## config.mk

```make
export PLATFORM = sky130hd
export DESIGN_NAME = seq_generator
export DESIGN_NICKNAME = d
export VERILOG_FILES = /design/src/rtl/seq_generator.sv
export SDC_FILE = /design/constraint.sdc
export NUM_CORES = 1
export LEC_CHECK = 0
export CORE_AREA = 10 10 80 82
export CTS_BUF_LIST = sky130_fd_sc_hd__clkbuf_2
export DETAILED_ROUTE_END_ITERATION = 12
export DIE_AREA = 0 0 90 92
export HOLD_SLACK_MARGIN = 0.03
export PLACE_DENSITY_LB_ADDON = 0.25
export SYNTH_ARGS = -nofsm -noshare
export SYNTH_HDL_FRONTEND = slang
export SYNTH_SLANG_ARGS = --single-unit
```

## constraint.sdc

```tcl
create_clock -name clk -period 4.1 [get_ports clk]
set_clock_uncertainty 0.2 [all_clocks]
set_input_delay 0.82 -clock clk [delete_from_list [all_inputs] [get_ports clk]]
set_output_delay 0.82 -clock clk [all_outputs]
set_load 0.01 [all_outputs]
```

## src/rtl/seq_generator.sv

```systemverilog
// Serial pattern transmitter: shifts a latched WIDTH-bit pattern out MSB-first, repeat_cnt+1 frames, GAP idle cycles between.
// Latency: accept at edge k puts the first bit on x in cycle k+1; done pulses the cycle after the final bit.
// Backpressure: none downstream; upstream start is only accepted while ready (IDLE); abort cancels an active transfer.
module seq_generator #(
    parameter int WIDTH = 4,
    parameter int CNT_W = 4,
    parameter int GAP   = 1
) (
    input  logic             clk,
    input  logic             reset,
    input  logic             start,
    input  logic [WIDTH-1:0] pattern,
    input  logic [CNT_W-1:0] repeat_cnt,
    input  logic             abort,
    output logic             ready,
    output logic             x,
    output logic             x_valid,
    output logic             last,
    output logic             done
);

    localparam logic [1:0] S_IDLE  = 2'd0;
    localparam logic [1:0] S_SHIFT = 2'd1;
    localparam logic [1:0] S_GAP   = 2'd2;

    localparam int              BW       = $clog2(WIDTH);
    localparam logic [BW-1:0]   BIT_LAST = BW'(WIDTH - 1);
    localparam logic [BW-1:0]   BIT_PEN  = BW'(WIDTH - 2);

    logic [1:0]       state;
    logic [WIDTH-1:0] pat_q;      // latched pattern, used to reload each frame
    logic [WIDTH-1:0] shreg;      // remaining bits of the current frame, next bit at MSB
    logic [BW-1:0]    bit_cnt;    // index of the bit currently on x within the frame
    logic [CNT_W-1:0] frame_cnt;  // frames still to send after the current one
    logic             gap_end;    // final idle cycle of the inter-frame gap

    assign ready = (state == S_IDLE);

    generate
        if (GAP > 0) begin : g_gap
            localparam int GW = $clog2(GAP + 1);
            logic [GW-1:0] gap_cnt;

            assign gap_end = (gap_cnt == GW'(GAP - 1));

            // Count idle cycles while in GAP; cleared whenever GAP is left or not yet entered.
            always_ff @(posedge clk or posedge reset) begin
                if (reset) begin
                    gap_cnt <= '0;
                end else if (state == S_GAP && !abort && !gap_end) begin
                    gap_cnt <= gap_cnt + 1'b1;
                end else begin
                    gap_cnt <= '0;
                end
            end
        end else begin : g_no_gap
            // GAP state is never entered in this build.
            assign gap_end = 1'b1;
        end
    endgenerate

    // Transfer FSM with registered serial outputs; abort takes priority over frame completion.
    always_ff @(posedge clk or posedge reset) begin
        if (reset) begin
            state     <= S_IDLE;
            pat_q     <= '0;
            shreg     <= '0;
            bit_cnt   <= '0;
            frame_cnt <= '0;
            x         <= 1'b0;
            x_valid   <= 1'b0;
            last      <= 1'b0;
            done      <= 1'b0;
        end else begin
            done <= 1'b0;
            case (state)
                S_IDLE: begin
                    if (start) begin
                        pat_q     <= pattern;
                        frame_cnt <= repeat_cnt;
                        x         <= pattern[WIDTH-1];
                        x_valid   <= 1'b1;
                        last      <= 1'b0;
                        shreg     <= {pattern[WIDTH-2:0], 1'b0};
                        bit_cnt   <= '0;
                        state     <= S_SHIFT;
                    end
                end

                S_SHIFT: begin
                    if (abort) begin
                        state   <= S_IDLE;
                        x       <= 1'b0;
                        x_valid <= 1'b0;
                        last    <= 1'b0;
                    end else if (bit_cnt == BIT_LAST) begin
                        if (frame_cnt == '0) begin
                            state   <= S_IDLE;
                            x       <= 1'b0;
                            x_valid <= 1'b0;
                            last    <= 1'b0;
                            done    <= 1'b1;
                        end else begin
                            frame_cnt <= frame_cnt - 1'b1;
                            bit_cnt   <= '0;
                            if (GAP > 0) begin
                                state   <= S_GAP;
                                x       <= 1'b0;
                                x_valid <= 1'b0;
                                last    <= 1'b0;
                            end else begin
                                // Next frame starts with no bubble.
                                x       <= pat_q[WIDTH-1];
                                x_valid <= 1'b1;
                                last    <= 1'b0;
                                shreg   <= {pat_q[WIDTH-2:0], 1'b0};
                            end
                        end
                    end else begin
                        x       <= shreg[WIDTH-1];
                        shreg   <= {shreg[WIDTH-2:0], 1'b0};
                        bit_cnt <= bit_cnt + 1'b1;
                        last    <= (bit_cnt == BIT_PEN);
                    end
                end

                S_GAP: begin
                    if (abort) begin
                        state <= S_IDLE;
                    end else if (gap_end) begin
                        state   <= S_SHIFT;
                        x       <= pat_q[WIDTH-1];
                        x_valid <= 1'b1;
                        last    <= 1'b0;
                        shreg   <= {pat_q[WIDTH-2:0], 1'b0};
                        bit_cnt <= '0;
                    end
                end

                default: begin
                    state   <= S_IDLE;
                    x       <= 1'b0;
                    x_valid <= 1'b0;
                    last    <= 1'b0;
                end
            endcase
        end
    end

endmodule

```

==> impl_metrics.csv <==
group,metric,value,unit
outcome,status,"finished clean",
synthesis,synth_xor_xnor_area_share,0,%
finish,nets,158,
synthesis,area_share_of_fa_ha_maj_cells_after_synthesis,8.44,%
synthesis,synth-edff-count,0,
die,die_x,90,µm
timing,fin_crit_sh,70.9,%
finish,area_growth,20.6,%
routing,routed_wl,2740,µm
die,die_ar,0.00828,mm²
routing,drt_first_iter_violations,45,
pwr,finalPower,1.02,mW
finish,antenna-diode-count,0,
critical_path,setup.reg_to_reg.worst_slack,1560,ps
timing,final-hold-violation-count,0,
synthesis,ys_async_sr_fraction,100,%
critical_path,crit_path_start,"state[0]",
timing,hold_slack,320,ps
timing,worstMarginPinSlew,822,ps
grt,grtUsageMet2,11.1,%
grt,first_global_vias,992,
grt,global_route.usage.met3,1.06,%
critical_path,worstPathArrival,1890,ps
finish,drive_above_1_share,9.49,%
synthesis,synth_top_family_by_area,"simple AND/OR/NAND/NOR gates",
routing,wire_length_per_cell,13.2,µm
synthesis,postSynthRegisterBits,20,
routing,first_pass_iters,4,
critical_path,biggest_fanout_along_the_worst_timing_path,9,
critical_path,worstSetupPathType,"reg -> out",
synthesis,syn_area,0.00119,mm²
timing,fin_setup_tns,0,ps
cts,ctsHtreeMaxLevel,1,
pwr,cellLeakagePower,0.605,nW
pwr,power_density,715,mW/mm²
synthesis,post_synthesis_compound_gate_area_fraction,18.2,%
die,core_area,0.00491,mm²
cts,hold_bufs_at_cts,0,
cts,cts.path.max_buffers,2,
run,maxCapViolations,0,
grt,first_pass_grt_wire_length,4720,µm
synthesis,post_synth_inst_count,121,
cts,worstSkewPairLatency,330,ps
pwr,peakVddDrop,0.000180,V
grt,grtUsageTotal,6.75,%
synthesis,yosysSeqAreaShare,42.2,%
cts,tritoncts,"done",
critical_path,worst_setup_path_start_kind,"register",
min_path,worstHoldEndpoint,"last",
grt,grt_antenna_before_repair,0,
synthesis,yosys_warnings,0,
critical_path,r2r-end,"frame_cnt[0]",
cts,cts_resized,0,
synthesis,syn_area_per_cell,9.80,µm²
placed_design,detailed_place_hpwl,2030,µm
min_path,timing.hold.worst.start,"last",
synthesis,synth_simple_gate_area_share,18.2,%
cts,post-cts-setup-buffer-count,0,
cts,number_of_buffers_added_by_the_clock_tree_synthesis_step,3,
finish,post_route_insts_no_fill,207,
timing,report.final.setup_viol,0,
critical_path,setup.worst_path.end_class,"output pin",
grt,gr-max-usage-layer,"met2",
timing,relSlewSlack,45.1,%
synthesis,yosys_most_used_dff,"sky130_fd_sc_hd__dfrtp_1",
grt,grt_overflow_total,0,
critical_path,ff2ff_path_depth,6,
min_path,hold_path_depth,2,
cts,cts.clk_slew.worst_paths,210,ps
critical_path,worstReg2RegStart,"state[1]",
cts,clockRootBuffer,"sky130_fd_sc_hd__clkbuf_2",
timing,max_freq,0.344,GHz
placed_design,buffer_ports.inserted,16,
die,num_rows,26,
die,die_height,92,µm
placed_design,routabilityCongestion,0.765,
routing,drc,0,
routing,via_per_inst,4.51,
grt,grt_start_max_net_pins,22,
synthesis,synthMuxAreaShare,7.49,%
timing,shortest_period_the_worst_path_allows,2910,ps
synthesis,yosys.cell_types.count,38,
timing,drv_slew,0,
die,ioPinCount,17,
critical_path,critical_path_required,3080,ps
routing,ant_nets,0,
timing,unrepaired_setup_endpoints_after_global_routing,"false",
synthesis,syn-num-nets,141,
min_path,worstHoldPathType,"reg -> reg",
cts,cts.sink_count,20,
placed_design,dpl.cell_count,203,
grt,grt_util_met1,8.40,%
die,initial_core_util,24.1,%
routing,via_count,934,
## per-layer routing
layer / up-vias / wire length [µm]
met3: 4 / 85
met5: - / 0
met4: 0 / 46
met2: 20 / 1340
li1: 461 / -
met1: 449 / 1270
## registers in the layout (all words and copies together), names as in the netlist
| signal | count |
|---|---|
| x | 1 |
| x_valid | 1 |
| frame_cnt | 4 |
| done | 1 |
| g_gap.gap_cnt | 1 |
| bit_cnt | 2 |
| shreg | 3 |
| state | 2 |
| pat_q | 4 |
| last | 1 |
## report_power, final
| part | internal (mW) | switching [mW] | leakage (nW) |
|---|---|---|---|
| combinational | 0.279 | 0.310 | 0.344 |
| sequential | 0.283 | 0.0621 | 0.247 |
| clock | 0.0212 | 0.0671 | 0.0140 |
| total | 0.583 | 0.439 | 0.605 |
## cell families after synthesis
logic type,count (synthesis)
AO/OA/AOI/OAI,29
adder cells (fa/ha/maj),8
buffers and inverters,14
flip-flops,20
multiplexers,8
other,1
AND/OR/NAND/NOR,41
## how the worst max path moves through the flow
| stage | endpoint | cells after the start |
|---|---|---|
| floorplan | frame_cnt[2] | 4 |
| global placement | frame_cnt[2] | 5 |
| finish | ready | 3 |
| detailed placement | frame_cnt[0] | 5 |
| CTS | ready | 3 |
| global route | ready | 3 |
## stage by stage
stage	area, µm²	utilization (%)	worst slack, ps
final	1430	29.1	1190
after detailed placement	1410	28.7	1340
after CTS	1430	29.1	1150
after global routing	1430	29.1	1050
after floorplan	1190	-	1940
after global placement	1410	28.7	1370
## layout by cell type (no fill, tap or decap), types with 2 or more instances in the layout
| master | Yosys | routed |
|---|---|---|
| sky130_fd_sc_hd__o21ai_0 | 5 | 5 |
| sky130_fd_sc_hd__clkbuf_2 | 0 | 3 |
| sky130_fd_sc_hd__clkdlybuf4s50_1 | 0 | 16 |
| sky130_fd_sc_hd__a21oi_1 | 5 | 5 |
| sky130_fd_sc_hd__inv_1 | 10 | 10 |
| sky130_fd_sc_hd__a22oi_1 | 2 | 2 |
| sky130_fd_sc_hd__nor2_1 | 11 | 11 |
| sky130_fd_sc_hd__nand2_1 | 11 | 11 |
| sky130_fd_sc_hd__o31ai_1 | 3 | 3 |
| sky130_fd_sc_hd__a32oi_1 | 2 | 2 |
| sky130_fd_sc_hd__nand2b_1 | 5 | 5 |
| sky130_fd_sc_hd__nor3_1 | 3 | 3 |
| sky130_fd_sc_hd__mux2_2 | 7 | 7 |
| sky130_fd_sc_hd__ha_1 | 8 | 8 |
| sky130_fd_sc_hd__dfrtp_1 | 20 | 20 |
| sky130_fd_sc_hd__o21bai_1 | 2 | 2 |
| sky130_fd_sc_hd__nand3_1 | 3 | 3 |
## synthesized netlist by cell type, types with 2 or more instances
cell type	number	share of area [%]
sky130_fd_sc_hd__dfrtp_1	20	42
sky130_fd_sc_hd__nor2_1	11	3.5
sky130_fd_sc_hd__clkbuf_1	2	0.63
sky130_fd_sc_hd__mux2_2	7	6.6
sky130_fd_sc_hd__a32oi_1	2	1.5
sky130_fd_sc_hd__a21oi_1	5	2.1
sky130_fd_sc_hd__nand2b_1	5	2.6
sky130_fd_sc_hd__inv_1	10	3.2
sky130_fd_sc_hd__nand2_1	11	3.5
sky130_fd_sc_hd__ha_1	8	8.4
sky130_fd_sc_hd__o21ai_0	5	2.1
sky130_fd_sc_hd__nand3_1	3	1.3
sky130_fd_sc_hd__nor3_1	3	1.3
sky130_fd_sc_hd__o21bai_1	2	1.3
sky130_fd_sc_hd__a22oi_1	2	1.3
sky130_fd_sc_hd__o31ai_1	3	1.9
## critical path: stages, from the launching register on
cell and delay, ps:
sky130_fd_sc_hd__dfrtp_1 450, sky130_fd_sc_hd__inv_1 120, sky130_fd_sc_hd__ha_1 380, sky130_fd_sc_hd__clkdlybuf4s50_1 620
## layout make-up
class | instances | area (µm²)
multi-input combinational | 87 | 626
inverter | 10 | 37.5
timing repair buffer | 16 | 160
tap | 70 | 87.6
sequential | 20 | 500
fill | 523 | 3480
clock buffer | 3 | 15.0
clock inverter | 1 | 3.75
Power figures use the tool's default switching activity.
